===== config.mk =====
export PLATFORM = sky130hd
export DESIGN_NAME = image_rd_if_flat
export DESIGN_NICKNAME = d
export VERILOG_FILES = /design/src/rtl/image_rd_if_if.sv /design/src/rtl/image_rd_if.sv /design/src/flat_wrapper.sv
export SDC_FILE = /design/constraint.sdc
export NUM_CORES = 1
export LEC_CHECK = 0
export CORE_MARGIN = 5
export CORE_UTILIZATION = 51
export CTS_BUF_LIST = sky130_fd_sc_hd__clkbuf_16
export CTS_CLUSTER_SIZE = 28
export DETAILED_ROUTE_END_ITERATION = 8
export PLACE_DENSITY_LB_ADDON = 0.25
export SLEW_MARGIN = 25
export SYNTH_ARGS = -nofsm -noshare
export SYNTH_HDL_FRONTEND = slang
export SYNTH_SLANG_ARGS = --single-unit

===== constraint.sdc =====
create_clock -name clk -period 3.8 [get_ports clk]
set_input_delay 0.57 -clock clk [delete_from_list [all_inputs] [get_ports clk]]
set_output_delay 0.57 -clock clk [all_outputs]
set_load 0.03 [all_outputs]

===== src/rtl/image_rd_if_if.sv =====
// MIG read-port and pixel-stream bundle used by image_rd_if.
interface image_rd_if_if;
    logic        mem_cmd_en;
    logic [2:0]  mem_cmd_instr;
    logic [29:0] mem_cmd_byte_addr;
    logic [5:0]  mem_cmd_burst_len;
    logic        mem_cmd_full;
    logic        mem_rd_en;
    logic [63:0] mem_rd_data;
    logic        mem_rd_empty;
    logic        pix_valid;
    logic        pix_ready;
    logic [15:0] pix_data;
    logic        pix_last;

    modport master (
        output mem_cmd_en, mem_cmd_instr, mem_cmd_byte_addr, mem_cmd_burst_len,
        input  mem_cmd_full,
        output mem_rd_en,
        input  mem_rd_data, mem_rd_empty,
        output pix_valid, pix_data, pix_last,
        input  pix_ready
    );

    modport slave (
        input  mem_cmd_en, mem_cmd_instr, mem_cmd_byte_addr, mem_cmd_burst_len,
        output mem_cmd_full,
        input  mem_rd_en,
        output mem_rd_data, mem_rd_empty,
        input  pix_valid, pix_data, pix_last,
        output pix_ready
    );
endinterface


===== src/rtl/image_rd_if.sv =====
// Frame read engine: issues MIG read bursts, pops 64-bit words and
// unpacks them MSB-first into an 8bpp or 16bpp pixel stream.
module image_rd_if #(
    parameter int BURST_LEN       = 32,
    parameter int BURST_LEN_BYTES = 256,
    parameter int MAX_OUTSTANDING = 2
) (
    input  logic          clk,
    input  logic          reset_n,
    input  logic          packing_mode,
    input  logic          start,
    input  logic [29:0]   start_addr,
    input  logic [15:0]   num_bursts,
    output logic          busy,
    output logic          frame_done,
    image_rd_if_if.master bus
);
    localparam int WCNT_W = $clog2(BURST_LEN);

    typedef enum logic [1:0] {S_IDLE, S_RUN, S_DONE} state_t;

    state_t              r_state;
    state_t              w_next;
    logic                r_mode;
    logic [29:0]         r_addr;
    logic [15:0]         r_nb;
    logic [15:0]         r_issued;
    logic [15:0]         r_popped;
    logic [WCNT_W-1:0]   r_wcnt;
    logic [63:0]         r_buf;
    logic                r_buf_full;
    logic [2:0]          r_idx;
    logic [24:0]         r_pix_cnt;
    logic                r_pix_valid;
    logic [15:0]         r_pix_data;
    logic                r_pix_last;

    logic                w_accept;
    logic                w_run;
    logic                w_cmd;
    logic                w_rd;
    logic                w_adv;
    logic                w_take;
    logic                w_buf_last;
    logic                w_fin;
    logic                w_burst_end;
    logic [15:0]         w_outst;
    logic [24:0]         w_total;
    logic [5:0]          w_b8;
    logic [5:0]          w_b16;
    logic [15:0]         w_pix;

    always_comb begin
        w_next     = r_state;
        w_accept   = 1'b0;
        busy       = 1'b0;
        frame_done = 1'b0;
        unique case (r_state)
            S_IDLE: begin
                if (start) begin
                    w_accept = 1'b1;
                    w_next   = (num_bursts == 16'd0) ? S_DONE : S_RUN;
                end
            end
            S_RUN: begin
                busy = 1'b1;
                if (w_fin) w_next = S_DONE;
            end
            S_DONE: begin
                busy       = 1'b1;
                frame_done = 1'b1;
                w_next     = S_IDLE;
            end
            default: w_next = S_IDLE;
        endcase
    end

    assign w_run       = (r_state == S_RUN);
    assign w_outst     = r_issued - r_popped;
    assign w_cmd       = w_run && !bus.mem_cmd_full && (r_issued < r_nb)
                         && (w_outst < 16'(MAX_OUTSTANDING));
    assign w_adv       = !r_pix_valid || bus.pix_ready;
    assign w_take      = w_run && w_adv && r_buf_full;
    assign w_buf_last  = (r_idx == (r_mode ? 3'd3 : 3'd7));
    // A new word may load in the same cycle the buffer's last pixel leaves
    assign w_rd        = w_run && !bus.mem_rd_empty && (r_popped < r_nb)
                         && (!r_buf_full || (w_take && w_buf_last));
    assign w_fin       = w_run && r_pix_valid && bus.pix_ready && r_pix_last;
    assign w_burst_end = (r_wcnt == WCNT_W'(BURST_LEN - 1));
    assign w_total     = 25'(r_nb) * 25'(BURST_LEN) * (r_mode ? 25'd4 : 25'd8);
    assign w_b8        = 6'd63 - {r_idx, 3'd0};
    assign w_b16       = 6'd63 - {r_idx[1:0], 4'd0};
    assign w_pix       = r_mode ? r_buf[w_b16 -: 16] : {8'h00, r_buf[w_b8 -: 8]};

    assign bus.mem_cmd_en        = w_cmd;
    assign bus.mem_cmd_instr     = 3'b001;
    assign bus.mem_cmd_byte_addr = r_addr;
    assign bus.mem_cmd_burst_len = 6'(BURST_LEN - 1);
    assign bus.mem_rd_en         = w_rd;
    assign bus.pix_valid         = r_pix_valid;
    assign bus.pix_data          = r_pix_data;
    assign bus.pix_last          = r_pix_last;

    always_ff @(posedge clk or negedge reset_n) begin
        if (!reset_n) r_state <= S_IDLE;
        else          r_state <= w_next;
    end

    always_ff @(posedge clk or negedge reset_n) begin
        if (!reset_n) begin
            r_mode      <= 1'b0;
            r_addr      <= 30'd0;
            r_nb        <= 16'd0;
            r_issued    <= 16'd0;
            r_popped    <= 16'd0;
            r_wcnt      <= '0;
            r_buf       <= 64'd0;
            r_buf_full  <= 1'b0;
            r_idx       <= 3'd0;
            r_pix_cnt   <= 25'd0;
            r_pix_valid <= 1'b0;
            r_pix_data  <= 16'd0;
            r_pix_last  <= 1'b0;
        end else begin
            if (w_accept) begin
                r_mode     <= packing_mode;
                r_addr     <= start_addr;
                r_nb       <= num_bursts;
                r_issued   <= 16'd0;
                r_popped   <= 16'd0;
                r_wcnt     <= '0;
                r_pix_cnt  <= 25'd0;
                r_buf_full <= 1'b0;
                r_idx      <= 3'd0;
            end
            if (w_cmd) begin
                r_issued <= r_issued + 16'd1;
                r_addr   <= r_addr + 30'(BURST_LEN_BYTES);
            end
            if (w_rd) begin
                r_wcnt <= w_burst_end ? '0 : r_wcnt + 1'b1;
                if (w_burst_end) r_popped <= r_popped + 16'd1;
            end
            if (w_rd) begin
                r_buf      <= bus.mem_rd_data;
                r_buf_full <= 1'b1;
                r_idx      <= 3'd0;
            end else if (w_take) begin
                if (w_buf_last) r_buf_full <= 1'b0;
                else            r_idx      <= r_idx + 3'd1;
            end
            if (w_run && w_adv) begin
                r_pix_valid <= r_buf_full;
                if (r_buf_full) begin
                    r_pix_data <= w_pix;
                    r_pix_last <= (r_pix_cnt == w_total - 25'd1);
                    r_pix_cnt  <= r_pix_cnt + 25'd1;
                end else begin
                    r_pix_last <= 1'b0;
                end
            end else if (!w_run) begin
                r_pix_valid <= 1'b0;
                r_pix_last  <= 1'b0;
            end
        end
    end
endmodule


===== src/flat_wrapper.sv =====
// flat-port wrapper written by rule: the top's interface ports become plain ports
module image_rd_if_flat 
#(
    parameter int BURST_LEN       = 32,
    parameter int BURST_LEN_BYTES = 256,
    parameter int MAX_OUTSTANDING = 2
)
  (clk, reset_n, packing_mode, start, start_addr, num_bursts, busy, frame_done, bus_mem_cmd_en, bus_mem_cmd_instr, bus_mem_cmd_byte_addr, bus_mem_cmd_burst_len, bus_mem_cmd_full, bus_mem_rd_en, bus_mem_rd_data, bus_mem_rd_empty, bus_pix_valid, bus_pix_data, bus_pix_last, bus_pix_ready);
  image_rd_if_if bus_i ();
  input  logic clk;
  input  logic reset_n;
  input  logic packing_mode;
  input  logic start;
  input  logic [29:0] start_addr;
  input  logic [15:0] num_bursts;
  output logic busy;
  output logic frame_done;
  output wire logic [$bits(bus_i.mem_cmd_en)-1:0] bus_mem_cmd_en;
  output wire logic [$bits(bus_i.mem_cmd_instr)-1:0] bus_mem_cmd_instr;
  output wire logic [$bits(bus_i.mem_cmd_byte_addr)-1:0] bus_mem_cmd_byte_addr;
  output wire logic [$bits(bus_i.mem_cmd_burst_len)-1:0] bus_mem_cmd_burst_len;
  input wire logic [$bits(bus_i.mem_cmd_full)-1:0] bus_mem_cmd_full;
  output wire logic [$bits(bus_i.mem_rd_en)-1:0] bus_mem_rd_en;
  input wire logic [$bits(bus_i.mem_rd_data)-1:0] bus_mem_rd_data;
  input wire logic [$bits(bus_i.mem_rd_empty)-1:0] bus_mem_rd_empty;
  output wire logic [$bits(bus_i.pix_valid)-1:0] bus_pix_valid;
  output wire logic [$bits(bus_i.pix_data)-1:0] bus_pix_data;
  output wire logic [$bits(bus_i.pix_last)-1:0] bus_pix_last;
  input wire logic [$bits(bus_i.pix_ready)-1:0] bus_pix_ready;
  assign bus_mem_cmd_en = bus_i.mem_cmd_en;
  assign bus_mem_cmd_instr = bus_i.mem_cmd_instr;
  assign bus_mem_cmd_byte_addr = bus_i.mem_cmd_byte_addr;
  assign bus_mem_cmd_burst_len = bus_i.mem_cmd_burst_len;
  assign bus_i.mem_cmd_full = bus_mem_cmd_full;
  assign bus_mem_rd_en = bus_i.mem_rd_en;
  assign bus_i.mem_rd_data = bus_mem_rd_data;
  assign bus_i.mem_rd_empty = bus_mem_rd_empty;
  assign bus_pix_valid = bus_i.pix_valid;
  assign bus_pix_data = bus_i.pix_data;
  assign bus_pix_last = bus_i.pix_last;
  assign bus_i.pix_ready = bus_pix_ready;
  image_rd_if #(.BURST_LEN(BURST_LEN), .BURST_LEN_BYTES(BURST_LEN_BYTES), .MAX_OUTSTANDING(MAX_OUTSTANDING)) u_core (.clk(clk), .reset_n(reset_n), .packing_mode(packing_mode), .start(start), .start_addr(start_addr), .num_bursts(num_bursts), .busy(busy), .frame_done(frame_done), .bus(bus_i));
endmodule

==> summary.md, run 1 <==
| Metric | Value |
|---|---|
| DR vias | 12000 |
| Fmax | 267 MHz |
| WS Path Type | reg -> out |
| Final setup viols | 0 |
| Syn-to-layout area delta | 21.3% |
| Final Util | 0.628 |
| Post-Route Setup TNS | 0 ps |
| Multiplexer area fraction after synthesis | 0.0669 |
| Slew headroom | 0.367 |
| Min Tclk post-route | 3750 ps |
| Compound-cell area share of the yosys netlist | 0.173 |
| Die X | 173 um |
| GRT Residual Overflow | 0 |
| Top cell type's share of synthesized area | 0.366 |
| Ports | 178 |
| 1st-iter DRT viols | 1086 |
| Vias in the first global route | 11700 |
| Largest family of logic cells by synthesized area | simple AND/OR/NAND/NOR gates |
| Drt via density | 5.89 |
| Post-DP Area | 15600 um^2 |
| Clk sinks | 197 |
| Port Buffer Count | 168 |
| Synth unique cells | 90 |
| Fraction of the mapped netlist area in simple logic gates | 0.233 |
| Adder-cell area share of the yosys netlist | 0.0782 |
| Async S/R FF share, synth | 1.00 |
| First-pass GRT wire length | 59400 um |
| # nets final | 1896 |
| Rows | 59 |
| Most frequent cells after synthesis | nand2_1 (330), dfrtp_1 (197), o21ai_0 (83) |
| Share of cells above drive strength 1 | 0.118 |
| Area of the multi-input gates | 8080 um^2 |
| Root Buffer | clkbuf_16 |
| Reg2reg path depth | 14 |
| Worst-path maximum fanout | 5 |
| Most numerous cell in the Yosys netlist | nand2_1 |
| Core Area | 26100 um^2 |
| VDD IR max | 0.484 mV |
| Req. time, crit path | 3230 ps |
| WL/cell | 17.7 um |
| Worst-Margin Slew | 947 ps |
| Htree depth | 4 |
| Leading area contributor after synthesis | dfrtp_1 |
| DR pass1 iterations | 5 |
| Die height | 173 um |
| N_diodes | 0 |
| Final WL | 36300 um |
| Ys flop type | dfrtp_1 |
| Clk pin slew, worst setup/hold paths | 90 ps |
| Post-Synthesis Cells | 1524 |
| CTS tree | yes |
| CP arrival | 3180 ps |
| Hold Crit Class | in -> async |
| Endpoints failing hold | 0 |
| Worst setup SP type | flop |
| Starting density of the core | 0.517 |
| Post-DP HPWL | 26800 um |
| DRC Markers | 0 |
| Syn avg cell area | 8.84 um^2 |
| Total CTS buffers | 17 |
| Final Max Slew Viols | 0 |
| Routability Congestion | 0.936 |
| Fin crit share | 0.987 |
| Synth Area in XOR/XNOR | 0.0331 |
| Number of enable flip-flop cells after synthesis | 0 |
| Max-Cap Viols | 0 |
| Register area share after synthesis | 0.366 |
| Synthesis Warnings | 0 |
| Largest net degree at the start of global routing | 76 |
| Routed Antenna Nets | 0 |
| Worst r2r dst | u_core.bus.pix_last |
| Pleak | 7.47 nW |
| Tot GR Track Use | 0.238 |
| RR Startpoint | u_core.r_mode |
| Clock skew | 15.7 ps |
| RSZ-0062 raised after global routing | yes |
| Antenna violations before repair | 1 |
| Largest cells by area after synthesis | dfrtp_1 (37%), nand2_1 (9.2%), ha_1 (7.5%) |
| Cell Area, Synth | 13500 um^2 |
| Pwr dens | 735 nW/um^2 |
| Die ar. | 29800 um^2 |
| Power, Total | 12.0 mW |
| Status | finished clean |
| CTS Hold Bufs | 0 |
| Clock Latency Late Sink | 450 ps |
| Cell area after layout | 16400 um^2 |
| Yosys reg bits | 197 |
| Register Area | 4940 um^2 |
| Crit path capture type | output port |
| CTS max path bufs | 2 |
| Flop2flop setup slack | 280 ps |
| Fillers | 2243 |
-- layout make-up --
type	instances	share of cell area
Clock inverter	15	0.0120
Multi-Input combinational cell	1199	0.494
Sequential cell	197	0.302
Clock buffer	17	0.0260
Inverter	70	0.0161
Tap cell	335	0.0256
Timing Repair Buffer	211	0.124
-- routing by layer --
metal / GRT usage / wire length, um / part of all wire
met2: 0.380 / 16900 / 0.47
met3: 0.0517 / 2380 / 0.066
met5: 0 / 13 / 0.00036
met1: 0.323 / 15900 / 0.44
met4: 0.0792 / 1110 / 0.031
-- worst max path at each step --
| stage | from | end | cells after the start |
|---|---|---|---|
| 6_report | u_core.r_popped[3] | bus_mem_cmd_en | 11 |
| 5_1_grt | u_core.r_issued[0] | bus_mem_cmd_en | 12 |
| 4_1_cts | u_core.r_issued[13] | bus_mem_cmd_en | 10 |
| 3_5_place_dp | u_core.r_issued[0] | bus_mem_cmd_en | 12 |
| 3_3_place_gp | u_core.r_issued[0] | bus_mem_cmd_en | 12 |
| 2_1_floorplan | u_core.r_mode | u_core.bus.pix_last | 17 |
-- report_power, final --
part,internal (mW),total (mW),switching [mW]
logic,2.88,6.78,3.90
registers,2.77,3.36,0.587
clock network,0.908,1.88,0.974
-- layout by cell type (no fill, tap or decap), types with 11 or more instances in the layout --
cell type and n:
nor3_1 37, nand3_1 66, nor2b_1 11, nand2b_1 12, mux4_2 25, and3_1 43, buf_4 42, xnor2_1 26
mux2i_1 17, conb_1 23, nand2_1 327, nand4_1 23, nor2_1 64, o21bai_1 23, ha_1 76, inv_1 64
dfrtp_1 191, o211ai_1 16, o21ai_0 82, mux2_2 14, a21oi_1 59, a211oi_2 12, clkbuf_16 17, nor4_1 11
xor2_1 15, a21o_1 30, clkdlybuf4s50_1 165
-- cells by family after synthesis --
| kind of cell | count (synthesis) |
|---|---|
| AO/OA/AOI/OAI | 335 |
| XOR/XNOR | 46 |
| adder cells (fa/ha/maj) | 83 |
| buffers and inverters | 149 |
| flip-flops | 197 |
| multiplexers | 57 |
| other | 2 |
| AND/OR/NAND/NOR | 655 |
-- per-stage QoR --
step | cells | hold slack (ps) | worst slack [ps]
2_1_floorplan | 1545 | 274 | 53.8
4_1_cts | 2042 | 141 | 1.58
6_report | 2044 | 125 | 48.8
5_1_grt | 2044 | 163 | -108
3_3_place_gp | 2007 | 461 | 227
3_5_place_dp | 2007 | 463 | 147
-- state kept, by name, indices dropped and copies added (netlist names) --
register	flops
u_core.bus.mem_cmd_byte_addr	30
u_core.bus.pix_data	16
u_core.bus.pix_last	1
u_core.bus.pix_valid	1
u_core.r_buf	64
u_core.r_buf_full	1
u_core.r_idx	3
u_core.r_issued	16
u_core.r_mode	1
u_core.r_nb	16
u_core.r_pix_cnt	25
u_core.r_popped	16
u_core.r_state	2
u_core.r_wcnt	5
-- worst max-delay path, cell delays in order (launching register included) --
cell and delay (ps):
dfrtp_1 460, inv_1 120, ha_1 260, or2_2 310, and2_1 140, a311o_1 390
a221oi_2 300, o21ai_0 120, o21ai_1 210, nand2_1 200, inv_2 100, buf_6 130
-- repair_timing --
item | in CTS | in global routing
pin swaps | 2 | 7
endpoints found under the hold margin | 0 | 0
setup endpoints to repair | 1 | 5
gates resized for setup | 6 | 27
setup buffers | 3 | 2
Note: power is estimated with default switching activity, not from simulation.
==> inputs of run 2 (changes only) <==
--- a/config.mk
+++ b/config.mk
@@ -10,7 +10,9 @@
 export CTS_BUF_LIST = sky130_fd_sc_hd__clkbuf_16
 export CTS_CLUSTER_SIZE = 28
 export DETAILED_ROUTE_END_ITERATION = 8
+export GPL_ROUTABILITY_DRIVEN = 1
 export PLACE_DENSITY_LB_ADDON = 0.25
+export REMOVE_ABC_BUFFERS = 1
 export SLEW_MARGIN = 25
 export SYNTH_ARGS = -nofsm -noshare
 export SYNTH_HDL_FRONTEND = slang
==> summary.md, run 2 (synthesis gave the netlist of run 1 again) <==
| Metric | Value |
|---|---|
| Sequential share of power | 0.279 |
| Clock power share | 0.160 |
| Req. time, crit path | 3230 ps |
| N_diodes | 0 |
| Flop2flop setup slack | 260 ps |
| Min Tclk post-route | 3770 ps |
| Power, Total | 12.0 mW |
| Commonest non-fill, non-tap cell in the layout | nand2_1 |
| Final setup viols | 0 |
| Syn-to-layout area delta | 21.7% |
| Place WS | 66.4 ps |
| Final Max Slew Viols | 0 |
| RSZ-0062 raised after global routing | yes |
| Switching part of the total | 0.452 |
| Finished Layout Cells | 2048 |
| Crit path capture type | output port |
| Post-DP Area | 15600 um^2 |
| First-pass GRT wire length | 60000 um |
| Placed cells | 2007 |
| CP arrival | 3200 ps |
| Tot GR Track Use | 0.239 |
| Share of cells above drive strength 1 | 0.118 |
| Drt via density | 5.88 |
| Total CTS buffers | 17 |
| # nets final | 1900 |
| Die X | 173 um |
| Routed Antenna Nets | 0 |
| Cell area after layout | 16400 um^2 |
| Root Buffer | clkbuf_16 |
| Area of the multi-input gates | 8070 um^2 |
| Antenna violations before repair | 2 |
| Fin crit share | 0.993 |
| Register Area | 4940 um^2 |
| Htree depth | 4 |
| Die height | 173 um |
| Net switching power | 5.44 mW |
| Clk sinks | 197 |
| 1st-iter DRT viols | 1059 |
| Starting density of the core | 0.517 |
| VDD IR max | 0.386 mV |
| Pleak | 7.50 nW |
| Largest register FFs | 64 |
| Internal | 6.60 mW |
| Vias in the first global route | 11900 |
| DRC Markers | 0 |
| Ports | 178 |
| Endpoints failing hold | 0 |
| CTS tree | yes |
| DR vias | 12000 |
| Clk pin slew, worst setup/hold paths | 90 ps |
| Worst-path maximum fanout | 6 |
| Slew headroom | 0.386 |
| Fillers | 2189 |
| Max-Cap Viols | 0 |
| Power share of the combinational group | 0.561 |
| Rows | 59 |
| Final WL | 36600 um |
| Clock Latency Late Sink | 450 ps |
| Final Worst Setup Slack | 25.2 ps |
| Worst-Margin Slew | 918 ps |
| Top reg by flops | u_core.r_buf |
| WS Path Type | reg -> out |
| Post-DP HPWL | 26300 um |
| DR pass1 iterations | 5 |
| WL/cell | 17.9 um |
| CTS max path bufs | 2 |
| Core Area | 26100 um^2 |
| Die ar. | 29800 um^2 |
| Worst setup SP type | flop |
| Fmax | 265 MHz |
| Hold Crit Class | in -> async |
| Routability Congestion | 0.905 |
| Status | finished clean |
| Largest net degree at the start of global routing | 98 |
| Most frequent cells in the layout | nand2_1 (328), dfrtp_1 (192), clkdlybuf4s50_1 (165) |
| Clock skew | 21.1 ps |
| Pwr dens | 735 nW/um^2 |
| Port Buffer Count | 168 |
| GRT Residual Overflow | 0 |
[run 2: layer usage]
layer	vias to the layer above	global-route usage	wire [um]
li1	5767	-	-
met1	5789	0.323	15900
met5	-	0	34
met4	4	0.0961	1160
met2	403	0.378	16900
met3	75	0.0520	2510
[run 2: critical path, cell delays in order, from the launching register on]
cell,delay [ps]
dfrtp_1,470
ha_1,350
and3_1,200
a311oi_2,270
nand4_1,170
nand4bb_1,240
nor4_2,270
nand4_1,110
nor4_1,260
nand2_1,180
inv_2,100
buf_6,130
[run 2: final cells by class]
type / instances / area share
clock buffer: 17 / 0.0260
clock inverter: 15 / 0.0130
inverter: 70 / 0.0160
multi-input combinational: 1199 / 0.492
sequential: 197 / 0.301
tap: 335 / 0.0256
timing repair buffer: 215 / 0.126
[run 2: repair_timing]
item | CTS | global route
setup buffers | 7 | 2
endpoints found under the setup margin | 1 | 19
pin swaps | 6 | 8
resized for setup | 9 | 21
hold buffers | 0 | 0
[run 2: worst paths after layout]
kind | from | cells after the start | to
worst max-delay path | u_core.r_issued[14] | 11 | bus_mem_cmd_en
worst min-delay path | reset_n | 1 | u_core.bus.mem_cmd_byte_addr[21]
worst max register to register | u_core.r_issued[14] | 13 | u_core.bus.mem_cmd_byte_addr[7]
worst min register to register | u_core.r_buf[5] | 2 | u_core.r_buf[5]
max in group asynchronous | reset_n | 2 | u_core.r_mode
min in group clk | u_core.r_buf[5] | 2 | u_core.r_buf[5]
[run 2: per-stage QoR]
| step | utilization | hold WS [ps] | setup TNS [ps] |
|---|---|---|---|
| after detailed placement | 0.597 | 466 | 0 |
| after global routing | 0.629 | 266 | -180 |
| after floorplan | - | 274 | -147050 |
| after CTS | 0.626 | 229 | 0 |
| final | 0.629 | 192 | 0 |
| after global placement | 0.597 | 458 | 0 |
[run 2: power by group through the flow]
stage | Sequential (mW) | Combinational [mW] | Clock (mW)
after floorplan | 3.79 | 4.19 | 0
after global placement | 3.36 | 6.42 | 0
after detailed placement | 3.38 | 6.58 | 0
after CTS | 3.35 | 6.67 | 1.94
after global routing | 3.46 | 7.45 | 2.04
final | 3.36 | 6.75 | 1.93
==> inputs of run 3 (changes only) <==
--- a/config.mk
+++ b/config.mk
@@ -12,6 +12,7 @@
 export DETAILED_ROUTE_END_ITERATION = 8
 export GPL_ROUTABILITY_DRIVEN = 1
 export PLACE_DENSITY_LB_ADDON = 0.25
+export RECOVER_POWER = 100
 export REMOVE_ABC_BUFFERS = 1
 export SLEW_MARGIN = 25
 export SYNTH_ARGS = -nofsm -noshare
==> summary.md, run 3 (synthesis gave the netlist of run 1 again) <==
| Metric | Value |
|---|---|
| DR vias | 12100 |
| Port Buffer Count | 168 |
| Slew headroom | -0.667 |
| Clock skew | 20.4 ps |
| Core Area | 26100 um^2 |
| Commonest non-fill, non-tap cell in the layout | nand2_1 |
| Routed Antenna Nets | 0 |
| Power share of the combinational group | 0.556 |
| Post-DP HPWL | 26300 um |
| Most frequent cells in the layout | nand2_1 (330), dfrtp_1 (192), clkdlybuf4s50_1 (115) |
| Pwr dens | 729 nW/um^2 |
| Starting density of the core | 0.517 |
| Failing checks | capacitance limit, slew limit |
| Pleak | 7.48 nW |
| CP arrival | 3220 ps |
| Net switching power | 5.41 mW |
| Reg2reg path depth | 14 |
| Vias in the first global route | 11900 |
| Area of the multi-input gates | 8050 um^2 |
| Total CTS buffers | 17 |
| Final Max Slew Viols | 98 |
| Power, Total | 11.9 mW |
| Fin crit share | 0.998 |
| WS Path Type | reg -> out |
| Worst setup SP type | flop |
| Share of cells above drive strength 1 | 0.113 |
| Final WL | 36500 um |
| Hold WS | 486 ps |
| Antenna violations before repair | 2 |
| Max-Cap Viols | 1 |
| Root Buffer | clkbuf_16 |
| WL/cell | 17.8 um |
| Clk sinks | 197 |
| Tot GR Track Use | 0.239 |
| Hold path cells | 2 |
| Largest net degree at the start of global routing | 98 |
| DRC Markers | 0 |
| Worst-path maximum fanout | 6 |
| Fillers | 2207 |
| First-pass GRT wire length | 60000 um |
| Top reg by flops | u_core.r_buf |
| 1st-iter DRT viols | 1123 |
| Switching part of the total | 0.456 |
| Fmax | 264 MHz |
| Clock Latency Late Sink | 450 ps |
| VDD IR max | 0.369 mV |
| Endpoints failing hold | 0 |
| Clock power share | 0.162 |
| # nets final | 1900 |
| CTS tree | yes |
| Worst-Margin Slew | 2500 ps |
| Die height | 173 um |
| Status | finished, violations left |
| Crit path capture type | output port |
| RSZ-0062 raised after global routing | yes |
| Largest register FFs | 64 |
| Clk pin slew, worst setup/hold paths | 80 ps |
| Hold Crit Class | reg -> reg |
| Register Area | 4940 um^2 |
| Final setup viols | 0 |
| Routability Congestion | 0.905 |
| Syn-to-layout area delta | 20.9% |
| Min Tclk post-route | 3790 ps |
| CTS max path bufs | 2 |
| Sequential share of power | 0.282 |
| GRT Residual Overflow | 0 |
| Die ar. | 29800 um^2 |
| Drt via density | 5.89 |
| Ports | 178 |
| Rows | 59 |
| N_diodes | 0 |
| DR pass1 iterations | 5 |
| Req. time, crit path | 3230 ps |
| Die X | 173 um |
| Internal | 6.47 mW |
| Htree depth | 4 |
-- run 3: metal layers --
layer | up-vias | part of all wire | GRT usage
met5 | - | 0.00093 | 0
met4 | 4 | 0.032 | 0.0961
met3 | 76 | 0.067 | 0.0520
met2 | 415 | 0.47 | 0.378
met1 | 5789 | 0.43 | 0.323
li1 | 5777 | - | -
-- run 3: stage by stage --
step	area [um^2]	util	std cells	setup TNS (ps)	worst slack, ps
final	16300	0.625	2048	0	8.39
after floorplan	13200	-	1466	-147050	-2160
after detailed placement	15600	0.597	2007	0	66.4
after global routing	16300	0.625	2048	-2230	-180
after global placement	15600	0.597	2007	0	206
after CTS	16300	0.626	2046	0	5.62
-- run 3: layout make-up --
type,instances,share of cell area
Timing Repair Buffer,215,0.122
Sequential cell,197,0.303
Tap cell,335,0.0257
Clock buffer,17,0.0261
Multi-Input combinational cell,1199,0.494
Inverter,70,0.0161
Clock inverter,15,0.0131
-- run 3: worst paths after layout --
| path | startpoint | slack [ps] | to |
|---|---|---|---|
| hold / removal | u_core.r_buf[5] | 490 | u_core.r_buf[5] |
| setup / recovery | u_core.r_popped[4] | 8 | bus_mem_cmd_en |
| setup reg to reg | u_core.r_popped[5] | 30 | u_core.bus.mem_cmd_byte_addr[14] |
| hold reg to reg | u_core.r_buf[5] | 490 | u_core.r_buf[5] |
| min in group asynchronous | reset_n | 860 | u_core.bus.mem_cmd_byte_addr[21] |
| max in group asynchronous | reset_n | 1020 | u_core.r_mode |
-- run 3: what timing repair did --
| action | in CTS | in global routing |
|---|---|---|
| hold endpoints to repair | 0 | 0 |
| setup buffers | 7 | 2 |
| setup endpoints to repair | 1 | 19 |
| hold buffers | 0 | 0 |
| resized for setup | 9 | 21 |
| pin swaps | 6 | 8 |
-- run 3: worst max-delay path, cell delays in order, from the launching register on --
cell,delay [ps]
dfrtp_2,420
inv_1,70
ha_1,380
nor2_1,190
nor2_1,80
and2_1,170
a311o_1,380
mux2i_2,290
nand4_1,130
nor4_1,260
nand2_1,180
inv_2,100
buf_6,130
-- run 3: power groups by stage --
stage | Sequential [mW] | Combinational [mW] | Clock (mW)
2_1_floorplan | 3.79 | 4.19 | 0
3_3_place_gp | 3.36 | 6.42 | 0
3_5_place_dp | 3.38 | 6.58 | 0
4_1_cts | 3.35 | 6.67 | 1.94
5_1_grt | 3.45 | 7.31 | 2.04
6_report | 3.35 | 6.61 | 1.92
==> RTL change 1, RTL diff (flow settings as in run 1) <==
Re-encode `state_t` (3 states) as one-hot, 3 bits wide.
--- a/src/rtl/image_rd_if.sv
+++ b/src/rtl/image_rd_if.sv
@@ -19,3 +19,3 @@
 
-    typedef enum logic [1:0] {S_IDLE, S_RUN, S_DONE} state_t;
+    typedef enum logic [2:0] {S_IDLE = 3'b001, S_RUN = 3'b010, S_DONE = 3'b100} state_t;
 
Check against the original RTL: same outputs for any inputs over 4 cycles, from zero or initial values and one cycle with reset_n low; so few cycles prove little.
==> RTL change 1 against run 1 <==
The run now ends with setup timing left; total power down 0.29%; sequential cell count up 1; die area fell by 2.5%; setup slack worse by 230 ps; area after synthesis down 2.7%; register-to-register slack worse by 460 ps; combinational power is 3% lower; cell area grew 2.5%; routed wire length decreased by 0.65%; critical endpoint is now u_core.bus.pix_last$_DFFE_PN0P_.
==> RTL change 1: results (changes against run 1) <==
* Largest net degree at the start of global routing at 86 (+13%)
* Leakage at 7.43 nW (-0.46%)
* Fill count at 2009 (-10%)
* Fin Setup TNS at -180 ps (-180 ps)
* H-tree levels at 4 (unchanged)
* M1 WL at 15300 um (-3.5%)
* Kind of critical path: reg -> reg
* DR pass1 iterations at 7 (+2)
* Top reg by flops: u_core.r_buf
* Clock latency at the later pin of the worst-skew pair at 460 ps
* GRT Total Usage at 24.8% (+0.98 points)
* Post-DP Area at 15700 um2 (+0.79%)
* CP max stage cell: or4b_4
* Antenna violations before repair at 0 (-1)
* Largest cells by area after synthesis: dfrtp_1 (38%), ha_1 (8.4%), mux2_2 (5.8%)
* Placed cells at 1875 (-6.6%)
* I/O Buffers at 168 (unchanged)
* HP Class: in -> async
* Clock Skew at 19.7 ps (+4.04 ps)
* First-pass GRT wire length at 58700 um (-1.1%)
* Met2 WL at 17400 um (+3.3%)
* Met3 Routed Length at 2450 um (+2.9%)
* Max VDD drop at 0.448 mV (-7.5%)
* Status: complete, but fails checks
* Failing checks: setup timing
* Commonest cells post-synth: dfrtp_1 (197), nand2_1 (172), ha_1 (88)
* Share of post-route cells with drive strength above 1 at 19.2% (+7.4 points)
* Drt wl/cell at 18.8 um (+5.7%)
* Max FFs per register at 64 (unchanged)
* Top Layer Used: met4
* Seq/Total Area, Yosys at 37.8% (+1.2 points)
* Critical Path AT at 4360 ps (+1180 ps)
* Initial drt markers at 861 (-21%)
* HPWL Detailed at 25400 um (-5.3%)
* Worst rel slew slack at 45.0% (+8.4 points)
* Final Setup Violations at 1 (+1)
* GPL Wtd Cong at 0.916 (-2.1%)
* Asr flop ratio synth at 100% (unchanged)
* Max incr delay on CP at 510 ps (+50 ps)
* Syn Inst Count at 1367 (-10%)
* Avg Vias per Cell at 6.01 (+2.0%)
* Overall routed net length at 36000 um (-0.65%)
* Seq. cell area at 4960 um2 (+0.43%)
* CP Max Fanout at 4 (-1)
* Worst R2R Start: u_core.r_mode$_DFFE_PN0P_
* Top Family by Delay on Critical Path: simple AND/OR/NAND/NOR gates
* Fin nets at 1785 (-5.9%)
* Root Driver: clkbuf_16
* Final setup margin at -180 ps (-229 ps)
* Synth warn at 0 (unchanged)
* Yosys cell types at 84 (-6.7%)
* Clock transition at the registers of the reported paths at 80 ps
RTL change 1: cell types whose count changed after synthesis, sizes merged, moves of 20 or more:
cell	delta
and3	-27
o21bai	-20
mux2i	+22
mux2	+54
nand2	-158
nor2	+20
RTL change 1: what timing repair did:
item                                    CTS  global route
pin swaps                                28            21
resized for setup                        39            18
setup buffers                            11             4
gates cloned                              0             0
endpoints found under the hold margin     0             0
endpoints found under the setup margin    2            32
RTL change 1: metrics by stage:
step                power (W)  worst slack [ps]
finish                 0.0120              -180
global route           0.0128              -348
CTS                    0.0118             -31.3
detailed placement    0.00946              -115
global placement      0.00925             -23.3
floorplan             0.00749              -129
RTL change 1: worst paths after layout:
| kind | endpoint | slack (ps) | cells past startpoint |
|---|---|---|---|
| worst min register to register | u_core.bus.mem_cmd_byte_addr[4]$_DFFE_PN0P_ | 480 | 2 |
| min in group clk | u_core.bus.mem_cmd_byte_addr[4]$_DFFE_PN0P_ | 480 | 2 |
| max in group asynchronous | u_core.r_idx[0]$_DFF_PN0_ | 2790 | 2 |
| worst min-delay path | u_core.r_issued[15]$_DFFE_PN0P_ | 160 | 1 |
| worst max-delay path | u_core.bus.pix_last$_DFFE_PN0P_ | -180 | 15 |
| worst max register to register | u_core.bus.pix_last$_DFFE_PN0P_ | -180 | 15 |
RTL change 1: routing by layer:
metal	GRT usage, %	vias up
li1	-	5412
met3	5.23	76
met1	32.6	5644
met5	0	-
met2	41.8	404
met4	6.70	0
RTL change 1: worst register-to-register path, stage by stage (launching register included):
cell,delay [ps]
dfrtp_2,460
buf_12,140
and2_1,150
ha_4,150
ha_1,320
ha_4,260
xor2_1,150
or4b_4,510
nor4_4,310
a211oi_2,100
and4bb_1,300
and3_4,220
nand3b_1,120
a31oi_1,80
or4b_1,510
o21ai_1,130
RTL change 1: final cells by class:
cell class / count / area share (%)
inverters: 63 / 1.41
well taps: 330 / 2.46
clock buffers: 17 / 2.54
flip-flops and latches: 198 / 29.6
multi-input cells: 1050 / 48.6
repair buffers: 248 / 14.1
clock inverters: 15 / 1.39
RTL change 1: kinds of logic after synthesis:
kind of cell | count (synthesis) | synth area share [%]
buf+inv | 132 | 4.32
flops | 198 | 37.8
fa+ha+maj | 90 | 8.70
xor+xnor | 46 | 3.13
other cells | 2 | 0.0573
simple gates | 497 | 18.5
compound gates | 266 | 13.8
mux | 136 | 13.7
RTL change 1: report_power, final:
part           total [W]  internal, W  leakage [nW]  switching, W
combinational    0.00661      0.00314          4.57       0.00348
sequential       0.00336      0.00279          2.55      0.000567
clock            0.00202     0.000988         0.315       0.00103
==> RTL change 2, RTL diff (settings of run 1) <==
Made on the original files. `BURST_LEN` is set to 32 in 2 places; all go to 64.
--- a/src/rtl/image_rd_if.sv
+++ b/src/rtl/image_rd_if.sv
@@ -3,3 +3,3 @@
 module image_rd_if #(
-    parameter int BURST_LEN       = 32,
+    parameter int BURST_LEN       = 64,
     parameter int BURST_LEN_BYTES = 256,
--- a/src/flat_wrapper.sv
+++ b/src/flat_wrapper.sv
@@ -3,3 +3,3 @@
 #(
-    parameter int BURST_LEN       = 32,
+    parameter int BURST_LEN       = 64,
     parameter int BURST_LEN_BYTES = 256,
Check against the original RTL: not equivalent (Yosys sat finds a counterexample within 4 cycles, from zero or initial values and one cycle with reset_n low).
==> RTL change 2 against run 1 <==
The flow now finishes with violations (setup timing); sequential cell count grew 1; via count decreased by 3.7%; routed wire length down 2.0%; cell area rose by 4.9%; sequential power up 2%; total power is 6.0% higher; worst hold slack better by 10 ps; setup slack worse by 85 ps; first-iteration DRC count shrank 39%; area after synthesis fell by 1.9%.
==> RTL change 2: results (changes against run 1) <==
* Met2 global-route usage at 39.8% (+1.8 points)
* GRT Total Usage at 23.8% (+0.038 points)
* Setup WS pre-CTS at -115 ps (-263 ps)
* Post-synthesis mux area share at 13.2% (+6.5 points)
* XOR/XNOR share of the synthesized area at 2.39% (-0.92 points)
* Yosys cell types at 79 (-12%)
* Multi-input gate share of total cell area at 48.8% (-0.62 points)
* Multi-input gate count at 1047 (-13%)
* Non-clock buffer share at 14.3% (+1.9 points)
* Fill count at 1965 (-12%)
* Failing checks: setup timing
* Met1 Usage GRT at 32.1% (-0.28 points)
* Worst-Margin Slew at 786 ps (-160 ps)
* Fin Setup TNS at -35.7 ps (-35.7 ps)
* Core Util, Final at 66.6% (+3.8 points)
* Die ar. at 29200 um2 (-1.8%)
* Post-synthesis register bit count at 198 (+0.51%)
* Sequential share of cell area at 29.0% (-1.2 points)
* Largest cells by area after synthesis: dfrtp_1 (37%), ha_1 (8.8%), mux2_2 (6.4%)
* Post-route insts no fill at 1947 (-4.7%)
* M1 WL at 15700 um (-1.0%)
* Seq/Total Area, Yosys at 37.5% (+0.91 points)
* Overall routed net length at 35500 um (-2.0%)
* Hold WS at 136 ps (+10.4 ps)
* Post-DP Area at 15700 um2 (+0.84%)
* Clk tree area frac at 3.86% (+0.056 points)
* Met3 Routed Length at 2110 um (-12%)
* Initial drt markers at 667 (-39%)
* GPL Wtd Cong at 0.890 (-4.9%)
* Final setup margin at -35.7 ps (-84.5 ps)
* Number of non-clock inverters in the layout at 76 (+8.6%)
* Compound-gate portion of the synthesized area at 16.8% (-0.49 points)
* Max VDD drop at 0.420 mV (-13%)
* Status: complete, but fails checks
* Clock Skew at 21.3 ps (+5.62 ps)
* Commonest cells post-synth: dfrtp_1 (198), nand2_1 (134), o21ai_0 (96)
* Fin nets at 1811 (-4.5%)
* Critical Path AT at 4210 ps (+1030 ps)
* Share of post-route cells with drive strength above 1 at 21.8% (+10 points)
* Sw frac at 42.6% (-2.8 points)
* Met2 WL at 17200 um (+1.6%)
* HPWL Detailed at 25400 um (-5.4%)
* Leakage at 7.43 nW (-0.52%)
* Final Setup Violations at 1 (+1)
* Largest net degree at the start of global routing at 96 (+26%)
RTL change 2: power by group through the flow:
stage | sequential (W) | combinational, W | clock (W)
after floorplan | 0.00372 | 0.00409 | 0
after global placement | 0.00341 | 0.00620 | 0
after detailed placement | 0.00345 | 0.00636 | 0
after CTS | 0.00342 | 0.00680 | 0.00204
after global routing | 0.00353 | 0.00795 | 0.00211
final | 0.00343 | 0.00731 | 0.00201
RTL change 2: worst max-delay path by stage:
stage                                   start                              end  slack [ps]  cells past startpoint
5_1_grt             u_core.r_mode$_DFFE_PN0P_  u_core.bus.pix_last$_DFFE_PN0P_        -170                     16
2_1_floorplan       u_core.r_mode$_DFFE_PN0P_  u_core.bus.pix_last$_DFFE_PN0P_        -140                     18
3_5_place_dp        u_core.r_mode$_DFFE_PN0P_  u_core.bus.pix_last$_DFFE_PN0P_        -120                     16
3_3_place_gp        u_core.r_mode$_DFFE_PN0P_  u_core.bus.pix_last$_DFFE_PN0P_          20                     16
6_report            u_core.r_mode$_DFFE_PN0P_  u_core.bus.pix_last$_DFFE_PN0P_         -40                     14
4_1_cts        u_core.r_issued[0]$_DFFE_PN0P_                   bus_mem_cmd_en         -50                     12
RTL change 2: worst max-delay path, stage by stage, from the launching register on:
cell and delay, ps:
dfrtp_2 500, clkbuf_16 190, buf_4 130, and2_1 130, ha_1 280, ha_1 300
ha_1 380, nor4_1 340, a211oi_1 120, a31o_1 270, or2_1 250, and2_4 140
or4_1 460, o311a_1 140, o21ai_1 120
RTL change 2: what timing repair did:
item                       4_1_cts  5_1_grt
setup buffers                   14       16
gates cloned                     0        2
gates resized for setup         43       63
setup endpoints to repair        2       34
hold endpoints to repair         0        0
pin swaps                       27       39
